**src/rtl/mmio_arb_pkg.sv**
```systemverilog
// Shared types and widths for the two-master MMIO arbiter.
// The bus widths are also used by the MicroBlaze bridge and mmio_top.
package mmio_arb_pkg;

  localparam int MMIO_ADDR_W = 21;
  localparam int MMIO_DATA_W = 32;

  typedef enum logic [1:0] {
    IDLE  = 2'd0,
    ISSUE = 2'd1,
    DONE  = 2'd2
  } state_e;

  typedef logic mst_idx_t;

  localparam mst_idx_t MST0 = 1'b0;
  localparam mst_idx_t MST1 = 1'b1;

  // The master that is not i.
  function automatic mst_idx_t other_mst(input mst_idx_t i);
    return ~i;
  endfunction

  // Request vector holding only master i.
  function automatic logic [1:0] mst_onehot(input mst_idx_t i);
    return (i == MST1) ? 2'b10 : 2'b01;
  endfunction

endpackage

```
**src/rtl/mmio_arbiter_rr_arb2.sv**
```systemverilog
// Two-way round-robin winner select with a registered priority pointer.
// With MMIO_ARB_LOCK_EN defined, a master that completes with its lock
// high keeps ownership: the pointer holds and only the owner may win the
// next arbitration, until it completes unlocked or idles its request.
module rr_arb2
  import mmio_arb_pkg::*;
(
  input  logic       clk,
  input  logic       reset,
  input  logic [1:0] req,
  input  logic       advance,
  input  mst_idx_t   done_idx,
`ifdef MMIO_ARB_LOCK_EN
  input  logic       sample,
  input  logic       done_lock,
`endif
  output logic       win_vld,
  output mst_idx_t   win_idx
);

  mst_idx_t   ptr_q, ptr_d;
  logic [1:0] req_eff;

`ifdef MMIO_ARB_LOCK_EN
  logic     owned_q, owned_d;
  mst_idx_t owner_q, owner_d;

  // Mask the competitor while owned; release when the owner idles or completes unlocked.
  always_comb begin
    req_eff = req;
    owned_d = owned_q;
    owner_d = owner_q;
    ptr_d   = ptr_q;
    if (sample && owned_q) begin
      if (req[owner_q]) begin
        req_eff = mst_onehot(owner_q);
      end else begin
        owned_d = 1'b0;
      end
    end
    if (advance) begin
      if (done_lock) begin
        owned_d = 1'b1;
        owner_d = done_idx;
      end else begin
        owned_d = 1'b0;
        ptr_d   = other_mst(done_idx);
      end
    end
  end

  // Pointer and ownership registers.
  always_ff @(posedge clk) begin
    if (reset) begin
      ptr_q   <= MST0;
      owned_q <= 1'b0;
      owner_q <= MST0;
    end else begin
      ptr_q   <= ptr_d;
      owned_q <= owned_d;
      owner_q <= owner_d;
    end
  end
`else
  // Pointer moves past whichever master just completed.
  always_comb begin
    req_eff = req;
    ptr_d   = advance ? other_mst(done_idx) : ptr_q;
  end

  // Pointer register.
  always_ff @(posedge clk) begin
    if (reset) begin
      ptr_q <= MST0;
    end else begin
      ptr_q <= ptr_d;
    end
  end
`endif

  // Single requester wins outright; a tie goes to the pointer.
  always_comb begin
    win_vld = |req_eff;
    win_idx = MST0;
    case (req_eff)
      2'b01:   win_idx = MST0;
      2'b10:   win_idx = MST1;
      2'b11:   win_idx = ptr_q;
      default: win_idx = MST0;
    endcase
  end

endmodule

```
**src/rtl/mmio_arbiter.sv**
```systemverilog
// Two-master round-robin arbiter in front of mmio_top. Each grant makes
// one registered MMIO access (ISSUE) and one ack cycle (DONE) before the
// next arbitration. Optional macro MMIO_ARB_LOCK_EN adds m0_lock/m1_lock
// for back-to-back ownership of the bus.
module mmio_arbiter
  import mmio_arb_pkg::*;
#(
  parameter int ADDR_W = MMIO_ADDR_W,
  parameter int DATA_W = MMIO_DATA_W
) (
  input  logic              clk,
  input  logic              reset,
  input  logic              m0_req,
  input  logic              m0_write,
  input  logic [ADDR_W-1:0] m0_addr,
  input  logic [DATA_W-1:0] m0_wdata,
  output logic [DATA_W-1:0] m0_rdata,
  output logic              m0_ack,
  input  logic              m1_req,
  input  logic              m1_write,
  input  logic [ADDR_W-1:0] m1_addr,
  input  logic [DATA_W-1:0] m1_wdata,
  output logic [DATA_W-1:0] m1_rdata,
  output logic              m1_ack,
`ifdef MMIO_ARB_LOCK_EN
  input  logic              m0_lock,
  input  logic              m1_lock,
`endif
  output logic              mmio_cs,
  output logic              mmio_write,
  output logic              mmio_read,
  output logic [ADDR_W-1:0] mmio_addr,
  output logic [DATA_W-1:0] mmio_write_data,
  input  logic [DATA_W-1:0] mmio_read_data,
  output logic              busy
);

  state_e            state_q, state_d;
  mst_idx_t          gnt_q, gnt_d;
  logic              cs_q, cs_d;
  logic              wr_q, wr_d;
  logic              rd_q, rd_d;
  logic [ADDR_W-1:0] addr_q, addr_d;
  logic [DATA_W-1:0] wdata_q, wdata_d;
  logic              ack0_q, ack0_d;
  logic              ack1_q, ack1_d;
  logic [DATA_W-1:0] rdata0_q, rdata0_d;
  logic [DATA_W-1:0] rdata1_q, rdata1_d;
  logic              busy_q, busy_d;

  logic              win_vld;
  mst_idx_t          win_idx;

  rr_arb2 u_arb (
    .clk       (clk),
    .reset     (reset),
    .req       ({m1_req, m0_req}),
    .advance   (state_q == DONE),
    .done_idx  (gnt_q),
`ifdef MMIO_ARB_LOCK_EN
    .sample    (state_q == IDLE),
    .done_lock ((gnt_q == MST1) ? m1_lock : m0_lock),
`endif
    .win_vld   (win_vld),
    .win_idx   (win_idx)
  );

  // Next-state and next-output logic; bus strobes default low so they pulse for ISSUE only.
  always_comb begin
    state_d  = state_q;
    gnt_d    = gnt_q;
    cs_d     = 1'b0;
    wr_d     = 1'b0;
    rd_d     = 1'b0;
    addr_d   = '0;
    wdata_d  = '0;
    ack0_d   = 1'b0;
    ack1_d   = 1'b0;
    rdata0_d = rdata0_q;
    rdata1_d = rdata1_q;
    case (state_q)
      IDLE: begin
        if (win_vld) begin
          gnt_d   = win_idx;
          state_d = ISSUE;
          cs_d    = 1'b1;
          if (win_idx == MST1) begin
            wr_d    = m1_write;
            addr_d  = m1_addr;
            wdata_d = m1_wdata;
          end else begin
            wr_d    = m0_write;
            addr_d  = m0_addr;
            wdata_d = m0_wdata;
          end
          rd_d = ~wr_d;
        end
      end
      ISSUE: begin
        state_d = DONE;
        if (rd_q) begin
          if (gnt_q == MST1) rdata1_d = mmio_read_data;
          else               rdata0_d = mmio_read_data;
        end
        ack0_d = (gnt_q == MST0);
        ack1_d = (gnt_q == MST1);
      end
      DONE: begin
        state_d = IDLE;
      end
      default: begin
        state_d = IDLE;
      end
    endcase
    busy_d = (state_d != IDLE);
  end

  // State and registered outputs; reset aborts any access without an ack.
  always_ff @(posedge clk) begin
    if (reset) begin
      state_q  <= IDLE;
      gnt_q    <= MST0;
      cs_q     <= 1'b0;
      wr_q     <= 1'b0;
      rd_q     <= 1'b0;
      addr_q   <= '0;
      wdata_q  <= '0;
      ack0_q   <= 1'b0;
      ack1_q   <= 1'b0;
      rdata0_q <= '0;
      rdata1_q <= '0;
      busy_q   <= 1'b0;
    end else begin
      state_q  <= state_d;
      gnt_q    <= gnt_d;
      cs_q     <= cs_d;
      wr_q     <= wr_d;
      rd_q     <= rd_d;
      addr_q   <= addr_d;
      wdata_q  <= wdata_d;
      ack0_q   <= ack0_d;
      ack1_q   <= ack1_d;
      rdata0_q <= rdata0_d;
      rdata1_q <= rdata1_d;
      busy_q   <= busy_d;
    end
  end

  assign mmio_cs         = cs_q;
  assign mmio_write      = wr_q;
  assign mmio_read       = rd_q;
  assign mmio_addr       = addr_q;
  assign mmio_write_data = wdata_q;
  assign m0_ack          = ack0_q;
  assign m1_ack          = ack1_q;
  assign m0_rdata        = rdata0_q;
  assign m1_rdata        = rdata1_q;
  assign busy            = busy_q;

endmodule

```
**config.mk**
```make
export PLATFORM = sky130hd
export DESIGN_NAME = mmio_arbiter
export DESIGN_NICKNAME = d
export VERILOG_FILES = /design/src/rtl/mmio_arb_pkg.sv /design/src/rtl/mmio_arbiter_rr_arb2.sv /design/src/rtl/mmio_arbiter.sv
export SDC_FILE = /design/constraint.sdc
export NUM_CORES = 1
export LEC_CHECK = 0
export CAP_MARGIN = 20
export CELL_PAD_IN_SITES_DETAIL_PLACEMENT = 1
export CELL_PAD_IN_SITES_GLOBAL_PLACEMENT = 2
export CORE_MARGIN = 2
export CORE_UTILIZATION = 24
export CTS_CLUSTER_DIAMETER = 80
export DETAILED_ROUTE_END_ITERATION = 10
export PLACE_DENSITY_LB_ADDON = 0.1
export SETUP_SLACK_MARGIN = 0.3
export SKIP_CTS_REPAIR_TIMING = 1
export SLEW_MARGIN = 20
export SYNTH_ARGS = -nofsm -noshare
export SYNTH_HDL_FRONTEND = slang
export SYNTH_HIERARCHICAL = 1
export SYNTH_SLANG_ARGS = --single-unit
```
**constraint.sdc**
```tcl
create_clock -name clk -period 2.7 [get_ports clk]
set_input_delay 0.27 -clock clk [delete_from_list [all_inputs] [get_ports clk]]
set_output_delay 0.27 -clock clk [all_outputs]
set_load 0.01 [all_outputs]
```
# Word level (Yosys, flattened, before mapping)
# Index checks and enable logic that the tools add are counted.
dict set report op_classes {
  n_addsub 0
  n_mul 0
  n_div 0
  magnitude_cmp 0
  n_eq_ne 4
  shift 0
  muxes 9
  bitwise 5
  reduce_logical 9
}
# op n
set ops {}
lappend ops {{2-to-1 mux 32 bit} 1}
lappend ops {{2-to-1 mux 21 bit} 1}
lappend ops {{equality test 2 bit (second input constant)} 3}
lappend ops {{AND reduction 3 bit} 2}
lappend ops {{OR reduction 2 bit} 3}
lappend ops {{NOT 1 bit} 5}
lappend ops {{2-to-1 mux 1 bit} 4}
lappend ops {{case mux 2 bit (2 select lines)} 1}
lappend ops {{OR reduction 3 bit} 1}
lappend ops {{equality test 2 x 1 -> 1 bit (second input constant)} 1}
lappend ops {{logical NOT 2 bit} 1}
lappend ops {{2-to-1 mux 2 bit} 1}
lappend ops {{case mux 1 bit (2 select lines)} 1}
lappend ops {{AND reduction 2 bit} 1}
lappend ops {{nonzero test 2 bit} 1}
dict set report totals {
  register_bits 127
  latchBits 0
  ramBits 0
  rom_bits 0
  input_bits 144
  output_inout_bits 123
  elab_cells 40
  memories 0
}

# Longest topological paths before layout
dict set report logic_depth {
  ltp_word 6
  mapped_depth 6
  depth_no_buf 4
}

# By module
# Netlist, hierarchy kept.
# module instances cells_each area_each_um2 seq_area_each_um2
set by_module_without_submodules {}
lappend by_module_without_submodules {mmio_arbiter 1 440 4783.3 2522.4}
lappend by_module_without_submodules {rr_arb2 1 6 53.8 20.0}

# Worst setup path after synthesis
# OpenSTA, ideal clock, no wires.
dict set report synth_path {
  path_kind {input to register}
  startpoint {in reset}
  endpoint {reg wdata_q[10] (netlist: mmio_write_data[10])}
  setup_ns 0.064
  arrival_ns 1.260
  required_ns 2.636
  path_slack_ns 1.376
  stages 5
  path_buffers 3
  path_cell_list {buf_2 or4b_4 buf_6 buf_6 nor2_1}
}
dict set report synth_between {
  elab_chain_len 1
}
# element line_no
set synth_rtl {}
lappend synth_rtl {{from (decl)} mmio_arbiter.sv:12} ;# input logic reset,
lappend synth_rtl {{OR reduction 3 bit (no line)} -}
lappend synth_rtl {{to (signal assigned)} mmio_arbiter.sv:140} ;# wdata_q <= wdata_d;
lappend synth_rtl {{to (decl)} mmio_arbiter.sv:44} ;# logic [DATA_W-1:0] wdata_q, wdata_d;
# Every way passes these cells.
# A chain may end at the register's enable or synchronous reset.

# Worst setup path after layout
dict set report layout_path {
  startpoint {reg state_q[0]}
  endpoint {reg rdata0_q[10] (netlist: m0_rdata[10])}
}
dict set report layout_between {
  elab_chain_len 2
}
# element line_no
set layout_rtl {}
lappend layout_rtl {{from (decl)} mmio_arbiter.sv:38} ;# state_e state_q, state_d;
lappend layout_rtl {{from (signal assigned)} mmio_arbiter.sv:134} ;# state_q <= state_d;
lappend layout_rtl {{equality test 2 x 1 -> 1 bit} mmio_arbiter.sv:81} ;# case (state_q)
lappend layout_rtl {{AND reduction 3 bit (no line)} -}
lappend layout_rtl {{to (signal assigned)} mmio_arbiter.sv:143} ;# rdata0_q <= rdata0_d;
lappend layout_rtl {{to (decl)} mmio_arbiter.sv:47} ;# logic [DATA_W-1:0] rdata0_q, rdata0_d;
# Every way passes these cells.

==> flow_summary_export.csv <==
group,metric,value,unit
run_status,status,"complete, no violations",
floorplan,die_area,21300,µm²
drt,dr_wl_met2,8210,µm
synth,synth.top_cells.by_area,"dfxtp_1 53%, mux2i_1 25%, nand2b_1 13%, nor2_1 4.3%, buf_2 1.1%",
drt,wl_per_cell,16.7,µm
clocking,clock_sinks,127,
power,vdd_drop_max,0.413,mV
cells_and_area,layout_common_cells,"265 x clkdlybuf4s50_1, 127 x dfxtp_1, 119 x mux2i_1, 98 x nand2b_1, 56 x nor2_1",
worst_setup_path,rr_worst_depth,3,
worst_setup_path,cp-end-kind,"register",
worst_setup_path,r2r-end,"m0_rdata[10]",
drt,drt-met1-wl,6060,µm
timing,period_share,63.1,%
floorplan,start_util,24.7,%
timing,period_minus_slack,1.70,ns
synth,syn_nets,590,
synth,ys_seq_area_share,52.6,%
worst_hold_path,hold_depth,3,
timing,worst_pin_slew,0.626,ns
worst_hold_path,min_from,"mmio_read_data[13]",
drt,dr_wl_met3,1860,µm
global_route,grt_usage,15.5,%
cells_and_area,final_common_cell,"clkdlybuf4s50_1",
floorplan,rows,51,
timing,fin_skew,0.00703,ns
worst_setup_path,arrival,2.04,ns
drt,drcViolationCount,0,
power,p_leak,3.28,nW
cells_and_area,drive_gt1_share,5.29,%
clocking,cts_max_path_buffers,2,
global_route,grt_max_degree,80,
cells_and_area,post-route-util,42.6,%
cells_and_area,diodes,0,
drt,antenna_left,0,
placed_design,portBuffers,266,
synth,yosys.area.top_type,"dfxtp_1",
drt,highest_layer,"met4",
worst_setup_path,rrSetupSlack,1.0,ns
drt,dr.first_iter.drc_count,84,
global_route,overflow,0,
cells_and_area,nets,850,
drt,avgViaCountPerCell,4.14,
synth,yosysWarnings,6,
clocking,cts_root_buf,"clkbuf_16",
clocking,clkLatencyLatePin,0.41,ns
synth,synthCells,446,
global_route,grt_pass1_wl,25000,µm
flow_run,max-cap-violations,0,
synth,postSynthAreaPerCell,10.8,µm²
timing,rsz0062_at_grt,"false",
global_route,grt_pass1_vias,4590,
cells_and_area,syn2layout_area_growth,72.6,%
clocking,cts_buffers,17,
floorplan,die_y,146,µm
floorplan,core_area,19600,µm²
worst_setup_path,start_kind,"register",
synth,syn_area,4840,µm²
synth,post-synth-top-area-fraction,52.6,%
cells_and_area,fin_cells,984,
timing,finalHoldViolCount,0,
drt,wirelength,16400,µm
power,pwr_density_cell,599,nW/µm²
clocking,path_clk_slew,0.06,ns
worst_setup_path,path_max_fanout,32,
worst_setup_path,r2r-start,"state_q[0]",
worst_hold_path,hold_end,"m0_rdata[13]",
placed_design,hpwl,12200,µm
floorplan,io_pins,267,
synth,synth.distinct_cells,20,
global_route,antenna_found_initial,1,
worst_setup_path,critPathKind,"register to register",
timing,timing.fmax,587,MHz
clocking,tritoncts,"done",
timing,tns,0,ns
worst_setup_path,worstPathRequired,3.03,ns
placed_design,gp_congestion,0.736,
floorplan,die_w,146,µm
drt,dr.pass1.iters,4,
power,finalPower,5.00,mW
drt,vias,4077,
timing,maxSlewViolCount,0,
timing,maxSlewHeadroom,58.3,%
placed_design,dp.cells,952,
synth,ys_ff_latch,127,
timing,finalSetupViolCount,0,
worst_hold_path,holdCritPathClass,"input pin to register",
clocking,h-tree-depth,4,
==> critical path, cell delays in order, from the launching register on <==
cell      delay, ns
dfxtp_1        0.49
nor4bb_4       0.33
buf_4          0.54
mux2i_1        0.26
==> cell families (layout without fill, tap and decap cells) <==
group | after synthesis | after routing | share of synthesized area, %
AND/OR/NAND/NOR | 164 | 164 | 18.6
flip-flops | 127 | 127 | 52.6
multiplexers | 119 | 119 | 24.6
buffers and inverters | 34 | 307 | 3.78
AO/OA/AOI/OAI | 2 | 2 | 0.414
==> power breakdown <==
| part | switching [mW] | total (mW) | internal, mW | leakage, nW |
|---|---|---|---|---|
| Combinational | 0.238 | 0.635 | 0.397 | 1.94 |
| Sequential | 0.0289 | 1.98 | 1.95 | 1.03 |
| Clock | 0.811 | 2.39 | 1.57 | 0.302 |
| Total | 1.08 | 5.00 | 3.92 | 3.28 |
==> metrics by stage <==
stage          hold slack, ns  worst slack [ns]  cell area, µm²
2_1_floorplan           0.343              1.38            4840
3_3_place_gp            0.460             0.650            7730
3_5_place_dp            0.466             0.642            7730
4_1_cts                 0.431             0.952            8350
5_1_grt                 0.448             0.836            8350
6_report                0.457             0.995            8350
==> layout make-up <==
cell class / count / area [µm²]
repair buffers: 271 / 2710
flip-flops and latches: 127 / 2540
inverters: 4 / 15.0
clock buffers: 27 / 513
fillers: 2177 / 11200
well taps: 265 / 332
clock inverters: 5 / 100
multi-input cells: 285 / 2140
==> per-layer routing <==
layer,vias to the layer above,track usage (%)
met3,19,8.34
met4,0,5.88
met1,1896,15.3
li1,1986,-
met5,-,0
met2,176,27.4
==> worst max-delay path by stage <==
stage / from / to / slack, ns
detailed placement: m0_req / mmio_read / 0.64
CTS: state_q[0] / m0_rdata[10] / 0.95
global placement: m0_req / mmio_read / 0.65
finish: state_q[0] / m0_rdata[10] / 1.0
global route: state_q[0] / m0_rdata[27] / 0.84
floorplan: reset / mmio_write_data[10] / 1.38
==> flip-flops by register name (all words and copies together) (netlist names) <==
| register | flops |
|---|---|
| busy | 1 |
| gnt_q | 1 |
| m0_ack | 1 |
| m0_rdata | 32 |
| m1_ack | 1 |
| m1_rdata | 32 |
| mmio_addr | 21 |
| mmio_cs | 1 |
| mmio_read | 1 |
| mmio_write | 1 |
| mmio_write_data | 32 |
| state_q | 2 |
| u_arb/ptr_q | 1 |
==> Yosys cell counts <==
library cell and instances:
dfxtp_1 127, mux2i_1 119, nand2b_1 98, nor2_1 56
clkbuf_1 12, buf_2 11, buf_6 4, inv_1 4
buf_4 3, and2_1 2, a211oi_2 1, a21boi_0 1
nand2_1 1, nand4b_1 1, nor2b_1 1, nor3b_1 1
nor4bb_1 1, or2_1 1, or3b_2 1, or4b_4 1
(Power assumes the default switching activity.)
